===== src/rtl/rom_msg_sequencer.sv =====
// Sequencer for the 8x12 display-message ROM: walks the 4 words of the bank chosen by a
// debounced sensor, holds each word for a programmable dwell and registers it to the displays.
module rom_msg_sequencer #(
   parameter int HOLD_CYCLES = 50000000,
   parameter int DEB_CYCLES  = 4,
   parameter int CNT_W       = 26
) (
   input  logic        CLK,
   input  logic        RST,
   input  logic        EN,
   input  logic        SENSOR,
   input  logic [11:0] ROM_DATA,
   output logic [2:0]  ROM_ADDR,
   output logic        ROM_CS,
   output logic [11:0] DISP,
   output logic        DISP_VALID,
   output logic        BANK,
   output logic        WRAP
);

   localparam int SYNC_STAGES = 2;
   localparam int DEB_W = (DEB_CYCLES > 1) ? $clog2(DEB_CYCLES) : 1;
   localparam logic [DEB_W-1:0] DEB_LAST   = DEB_W'(DEB_CYCLES - 1);
   localparam logic [CNT_W-1:0] DWELL_LAST = CNT_W'(HOLD_CYCLES - 1);

   typedef enum logic [1:0] {
      ST_IDLE  = 2'd0,
      ST_FETCH = 2'd1,
      ST_HOLD  = 2'd2
   } state_t;

   state_t                 state_q, state_d;
   logic [SYNC_STAGES-1:0] sync_q, sync_d;
   logic                   s_sync;
   logic                   sensor_db_q, sensor_db_d;
   logic [DEB_W-1:0]       deb_cnt_q, deb_cnt_d;
   logic [CNT_W-1:0]       dwell_q, dwell_d;
   logic [1:0]             idx_q, idx_d;
   logic                   seq_bank_q, seq_bank_d;
   logic [11:0]            disp_q, disp_d;
   logic                   disp_valid_q, disp_valid_d;
   logic                   wrap_q, wrap_d;
   logic                   bank_change;
   logic                   dwell_done;

   // Two-flop synchronizer chain for the asynchronous sensor level.
   generate
      for (genvar gi = 0; gi < SYNC_STAGES; gi++) begin : g_sync
         if (gi == 0) begin : g_first
            assign sync_d[gi] = SENSOR;
         end else begin : g_next
            assign sync_d[gi] = sync_q[gi-1];
         end
      end
   endgenerate

   assign s_sync = sync_q[SYNC_STAGES-1];

   always_comb begin
      sensor_db_d = sensor_db_q;
      deb_cnt_d   = '0;
      if (s_sync != sensor_db_q) begin
         if (deb_cnt_q == DEB_LAST) begin
            sensor_db_d = s_sync;
         end else begin
            deb_cnt_d = deb_cnt_q + 1'b1;
         end
      end
   end

   // seq_bank_q is the bank the running sequence was started on; a mismatch restarts at word 0.
   assign bank_change = (sensor_db_q != seq_bank_q);
   assign dwell_done  = (dwell_q == DWELL_LAST);

   always_comb begin
      state_d      = state_q;
      idx_d        = idx_q;
      seq_bank_d   = seq_bank_q;
      dwell_d      = dwell_q;
      disp_d       = disp_q;
      disp_valid_d = disp_valid_q;
      wrap_d       = 1'b0;
      case (state_q)
         ST_IDLE: begin
            dwell_d = '0;
            if (EN) begin
               state_d    = ST_FETCH;
               idx_d      = 2'd0;
               seq_bank_d = sensor_db_q;
            end
         end
         ST_FETCH, ST_HOLD: begin
            if (!EN) begin
               state_d      = ST_IDLE;
               disp_valid_d = 1'b0;
               idx_d        = 2'd0;
               dwell_d      = '0;
            end else if (bank_change) begin
               state_d    = ST_FETCH;
               idx_d      = 2'd0;
               seq_bank_d = sensor_db_q;
               dwell_d    = '0;
            end else if (state_q == ST_FETCH) begin
               state_d      = ST_HOLD;
               disp_d       = ROM_DATA;
               disp_valid_d = 1'b1;
               dwell_d      = '0;
            end else if (dwell_done) begin
               state_d = ST_FETCH;
               idx_d   = idx_q + 2'd1;
               wrap_d  = (idx_q == 2'd3);
               dwell_d = '0;
            end else begin
               dwell_d = dwell_q + 1'b1;
            end
         end
         default: begin
            state_d      = ST_IDLE;
            idx_d        = 2'd0;
            dwell_d      = '0;
            disp_valid_d = 1'b0;
         end
      endcase
   end

   always_ff @(posedge CLK) begin
      if (RST) begin
         state_q      <= ST_IDLE;
         sync_q       <= '0;
         sensor_db_q  <= 1'b0;
         deb_cnt_q    <= '0;
         dwell_q      <= '0;
         idx_q        <= 2'd0;
         seq_bank_q   <= 1'b0;
         disp_q       <= 12'h000;
         disp_valid_q <= 1'b0;
         wrap_q       <= 1'b0;
      end else begin
         state_q      <= state_d;
         sync_q       <= sync_d;
         sensor_db_q  <= sensor_db_d;
         deb_cnt_q    <= deb_cnt_d;
         dwell_q      <= dwell_d;
         idx_q        <= idx_d;
         seq_bank_q   <= seq_bank_d;
         disp_q       <= disp_d;
         disp_valid_q <= disp_valid_d;
         wrap_q       <= wrap_d;
      end
   end

   assign ROM_CS     = (state_q == ST_FETCH);
   assign ROM_ADDR   = ROM_CS ? {sensor_db_q, idx_q} : 3'b000;
   assign DISP       = disp_q;
   assign DISP_VALID = disp_valid_q;
   assign BANK       = sensor_db_q;
   assign WRAP       = wrap_q;

endmodule

===== config.mk =====
export PLATFORM = sky130hd
export DESIGN_NAME = rom_msg_sequencer
export DESIGN_NICKNAME = d
export VERILOG_FILES = /design/src/rtl/rom_msg_sequencer.sv
export SDC_FILE = /design/constraint.sdc
export NUM_CORES = 1
export LEC_CHECK = 0
export CAP_MARGIN = 20
export CORE_ASPECT_RATIO = 0.75
export CORE_MARGIN = 1.5
export CORE_UTILIZATION = 57
export CTS_CLUSTER_SIZE = 16
export DETAILED_ROUTE_END_ITERATION = 7
export PLACE_DENSITY = 0.94
export SETUP_SLACK_MARGIN = 0.05
export SYNTH_ARGS = -nofsm -noshare
export SYNTH_HDL_FRONTEND = slang
export SYNTH_SLANG_ARGS = --single-unit

===== constraint.sdc =====
create_clock -name CLK -period 2.8 [get_ports CLK]
set_input_delay 0.56 -clock CLK [delete_from_list [all_inputs] [get_ports CLK]]
set_output_delay 0.56 -clock CLK [all_outputs]
set_load 0.005 [all_outputs]

## Word-level counts from Yosys, hierarchy flattened

Cells that the tools add are included.
W data, S select, Z words.

- Flip-flop bits (word level): 50
- Output and inout bits: 19
- Logic and storage cells: 67
- Input bits: 16

- Reductions and logical operators: 12
- Add/sub/neg operators: 3
- Multiplexer cells: 21
- Bitwise operators: 6
- Equality and inequality tests: 15

Operators with widths:

| cell | number |
|---|---|
| $add A26 B1 Y26 const B | 1 |
| $eq A26 B26 Y1 const B | 1 |
| $mux W2 | 10 |
| $reduce_or A6 Y1 | 2 |
| $ne A4 B4 Y1 const B | 2 |
| $pmux W2 S2 | 2 |
| $reduce_and A4 Y1 | 2 |
| $eq A2 B2 Y1 const B | 3 |
| $mux W1 | 6 |
| $ne A2 B2 Y1 const B | 3 |
| $ne A3 B3 Y1 const B | 2 |
| $not A1 Y1 | 6 |
| $reduce_and A3 Y1 | 2 |
| $ne A5 B5 Y1 const B | 1 |
| $add A2 B1 Y2 const B | 2 |
| $pmux W1 S2 | 2 |
| $reduce_and A2 Y1 | 2 |
| $mux W3 | 1 |
| $reduce_or A3 Y1 | 1 |
| $eq A2 B1 Y1 const B | 1 |
| $logic_not A2 Y1 | 1 |
| $ne A1 B1 Y1 | 2 |
| $reduce_bool A2 Y1 | 1 |
| $reduce_or A2 Y1 | 1 |

## Logic depth before layout (Yosys ltp)

- Depth in word-level cells: 6
- Gate-level depth with buffers: 7
- Mapped depth without buffers: 6

## Least setup slack after synthesis

Ideal clock, no wire load.

- Path kind: register -> register
- Start: register dwell_q[9]
- End: register dwell_q[22]
- Buffers on the path: 1
- Clock period less this slack: 1842 ps
- Setup slack: 958 ps
- Setup time: 125 ps
- Cell stages (with the launch flop): 6
- Required time: 2675 ps
- Arrival time: 1716 ps
- Cell sequence: dfxtp_1 or4_4 or2_4 o31ai_4 buf_6 a21oi_1

- Cells in the longest elaborated chain, start to end: 2
- Elaborated cells on any way between the ends: 3
- Classes of those cells: add/sub: 1; eq/ne: 1; reduce/logical: 1

Ends and longest elaborated chain:

| item | RTL line | text |
|---|---|---|
| from (decl) | 37 | `logic [CNT_W-1:0] dwell_q, dwell_d;` |
| from (signal assigned) | 143 | `dwell_q <= dwell_d;` |
| parallel branches: the longest is 2 deep, another holds $add A26 B1 Y26 | -- |  |

Parallel ways; which one is timed is not known.
A chain may end at the register's enable or synchronous reset.

## Worst setup path after layout

- Start: register state_q[1]
- End: output ROM_ADDR[2]

- Cells in the longest elaborated chain, start to end: 2

Ends and longest elaborated chain:

| item | RTL line | text |
|---|---|---|
| from (decl) | 32 | `state_t state_q, state_d;` |
| from (signal assigned) | 139 | `state_q <= state_d;` |
| $eq A2 B1 Y1 | 152 | `assign ROM_CS = (state_q == ST_FETCH);` |
| $mux W3 | 153 | `assign ROM_ADDR = ROM_CS ? {sensor_db_q, idx_q} : 3'b000;` |
| to (decl) | 13 | `output logic [2:0] ROM_ADDR,` |

Every way passes these cells.

==> results.toml <==
[sta]
skew_ns = 0.0100
fin_crit_sh_pct = 85.5
tightest_slew_ns = 0.707
tns_ns = 0
finalCriticalPeriod_ns = 2.40
finalSetupViolCount = 0
final.setup.worst_slack_ns = 0.405
slew_viol_final = 0
hold_viol_final = 0
timing.slew.headroom_pct = 52.4
rsz0062_at_grt = "no"
fmax_ghz = 0.418

[global_routing]
grt_max_degree = 27
grt_pass1_wl_um = 8070
first_global_vias = 1817
grt_usage_pct = 22.5
antenna_found_initial = 0
grt-ovfl-total = 0

[place]
gp_congestion = 0.859
dp_hpwl_um = 3490
pre_cts_ws_ns = 0.614
portBuffers = 34

[yosys]
synth_area_leaders = "dfxtp_1 43%, mux2i_1 6.4%, nor2_1 5.1%"
yosysTopAreaCell = "dfxtp_1"
synth_compound_area_share_pct = 10.7
yosys_warnings = 0
syn_nets = 281
synth-seq-cells = 50
synthMuxAreaShare_pct = 6.42
synth_simple_gate_area_share_pct = 26.2
synth_fa_ha_area_share_pct = 3.75
synth_top_family_by_area = "simple AND/OR/NAND/NOR gates"
synth-edff-count = 0
postSynthCellCount = 258
syn_area_sq_mm = 0.00234
synth_cell_types = 43
synth_ff_type = "dfxtp_1"
seq_area_frac_synth_pct = 42.8
synth_top_cell_area_share_pct = 42.8
syn_avg_cell_area_sq_um = 9.06
async_flop_share_pct = 0
synth_xor_area_share_pct = 5.25

[setup_path]
crit_fanout = 11
crit_required_ns = 2.24
reg2reg_depth = 4
path_depth = 4
worstPathCellList = "inv_1 -> ha_1 -> and2_1 -> clkdlybuf4s50_1"
cp.arrival_ns = 1.84
slowest_delay_ns = 0.49
reg2reg_from = "dwell_q[2]"
crit_buf_inv = 2
timing.rr.end = "dwell_q[25]"
path_class = "flip-flop to output port"
end_kind = "output port"
regToRegSetupSlack_ns = 0.62
crit_path_top_delay_cell = "clkdlybuf4s50_1"
crit_family = "buffers and inverters"
crit_path_start_kind = "flip-flop"

[pwr]
total_power_mw = 1.60
ir_drop_v = 0.000417
p_leak_nw = 1.01
p_per_area_mw_per_mm2 = 570

[detailed_routing]
firstDrtPassIters = 4
drcViolationCount = 0
ant_nets = 0
vias = 1960
drtIter0Drc = 147
wl_per_cell_um = 13.8
drt_wl_total_um = 4750
vias_per_cell = 5.68

[min_path]
whs_endpoint = "deb_cnt_q[0]"
hold_class = "flip-flop to flip-flop"
min-delay-start = "deb_cnt_q[0]"
hold_depth = 1

[cts]
cts_tree = "yes"
postCtsHoldBufs = 0
cts_max_path_buffers = 2
root_buffer = "clkbuf_8"
numCtsBuffers = 5
h-tree-depth = 2
cts_resized = 0
clk_pin_slew_ns = 0.09
postCtsSetupBuffers = 0
clock_latency_ns = 0.30
cts.sinks = 50

[die]
die_w_um = 76.9
die_h_um = 58.5
core_area_sq_mm = 0.00380
io_pins = 35
start_util_pct = 61.4
die_area_sq_mm = 0.00450
core.rowCount = 19

[final_layout]
layout-drive-gt1-share_pct = 7.51
syn_to_final_growth_pct = 20.2
fin_util_pct = 73.8
nets = 315
antenna_cells = 0
final_common_cell = "dfxtp_1"
final_cell_mix = "50 x dfxtp_1, 34 x clkdlybuf4s50_1, 32 x nor2_1"

[outcome]
status = "complete, no violations"

[job]
maxCapViolations = 0
==> where the power goes <==
group          switching [mW]  leakage [nW]  total [mW]  internal (mW)
logic                   0.157         0.543       0.321          0.164
clock network           0.238        0.0579       0.502          0.263
registers              0.0287         0.404       0.777          0.749
==> cell type report <==
type,instances,area (sq um)
timing repair buffer,38,370
tap,52,65.1
inverter,11,41.3
multi-input combinational,186,1220
sequential,50,1000
fill,275,995
clock inverter,3,40.0
clock buffer,5,68.8
==> logic make-up after synthesis <==
group,Yosys count
buffers and inverters,22
and+or+nand+nor,111
adders and majority gates,7
AOI/OAI and AO/OA,39
DFF,50
muxes,15
xor gates and xnor gates,14
==> per-layer routing <==
| metal | global-route usage (%) | up-vias | share of wire [%] |
|---|---|---|---|
| met5 | 0 | - | 0 |
| met4 | 7.14 | 0 | 0.63 |
| met3 | 5.43 | 6 | 3.8 |
| met2 | 37.2 | 34 | 47 |
| met1 | 29.7 | 923 | 49 |
| li1 | - | 997 | - |
==> state kept, by name, indices dropped and copies added (netlist names) <==
name / count
deb_cnt_q: 2
BANK: 1
seq_bank_q: 1
dwell_q: 26
idx_q: 2
DISP: 12
WRAP: 1
sync_q: 2
state_q: 2
DISP_VALID: 1
==> synthesized netlist by cell type (2+ instances only) <==
cell / n
a21oi_1: 15
or4_1: 5
nor2b_1: 3
o21ai_0: 9
ha_1: 7
or4_4: 2
mux2i_1: 15
nor3_1: 3
xor2_1: 7
buf_6: 2
nand4_1: 7
nor2_1: 32
buf_2: 2
or3_1: 6
and2_1: 3
nand3_1: 14
xnor2_1: 7
nand2_1: 12
a31oi_1: 3
and4_2: 3
and4_1: 3
nor4_1: 8
and3_1: 3
o31ai_1: 5
inv_1: 11
clkbuf_1: 5
dfxtp_1: 50
==> how the worst max path moves through the flow <==
stage | from | end | slack [ns]
floorplan | dwell_q[9] | dwell_q[22] | 0.96
finish | state_q[1] | ROM_ADDR[2] | 0.40
global route | state_q[1] | ROM_ADDR[2] | 0.28
detailed placement | EN | dwell_q[25] | 0.61
global placement | EN | dwell_q[15] | 0.68
CTS | state_q[1] | ROM_ADDR[2] | 0.41
==> per-stage QoR <==
step	cells	cell area (sq um)	hold slack, ns
2_1_floorplan	258	2340	0.397
3_3_place_gp	337	2700	0.408
3_5_place_dp	337	2700	0.432
4_1_cts	345	2810	0.446
5_1_grt	345	2810	0.452
6_report	345	2810	0.444
No activity file was read; power rests on OpenSTA's default activity.
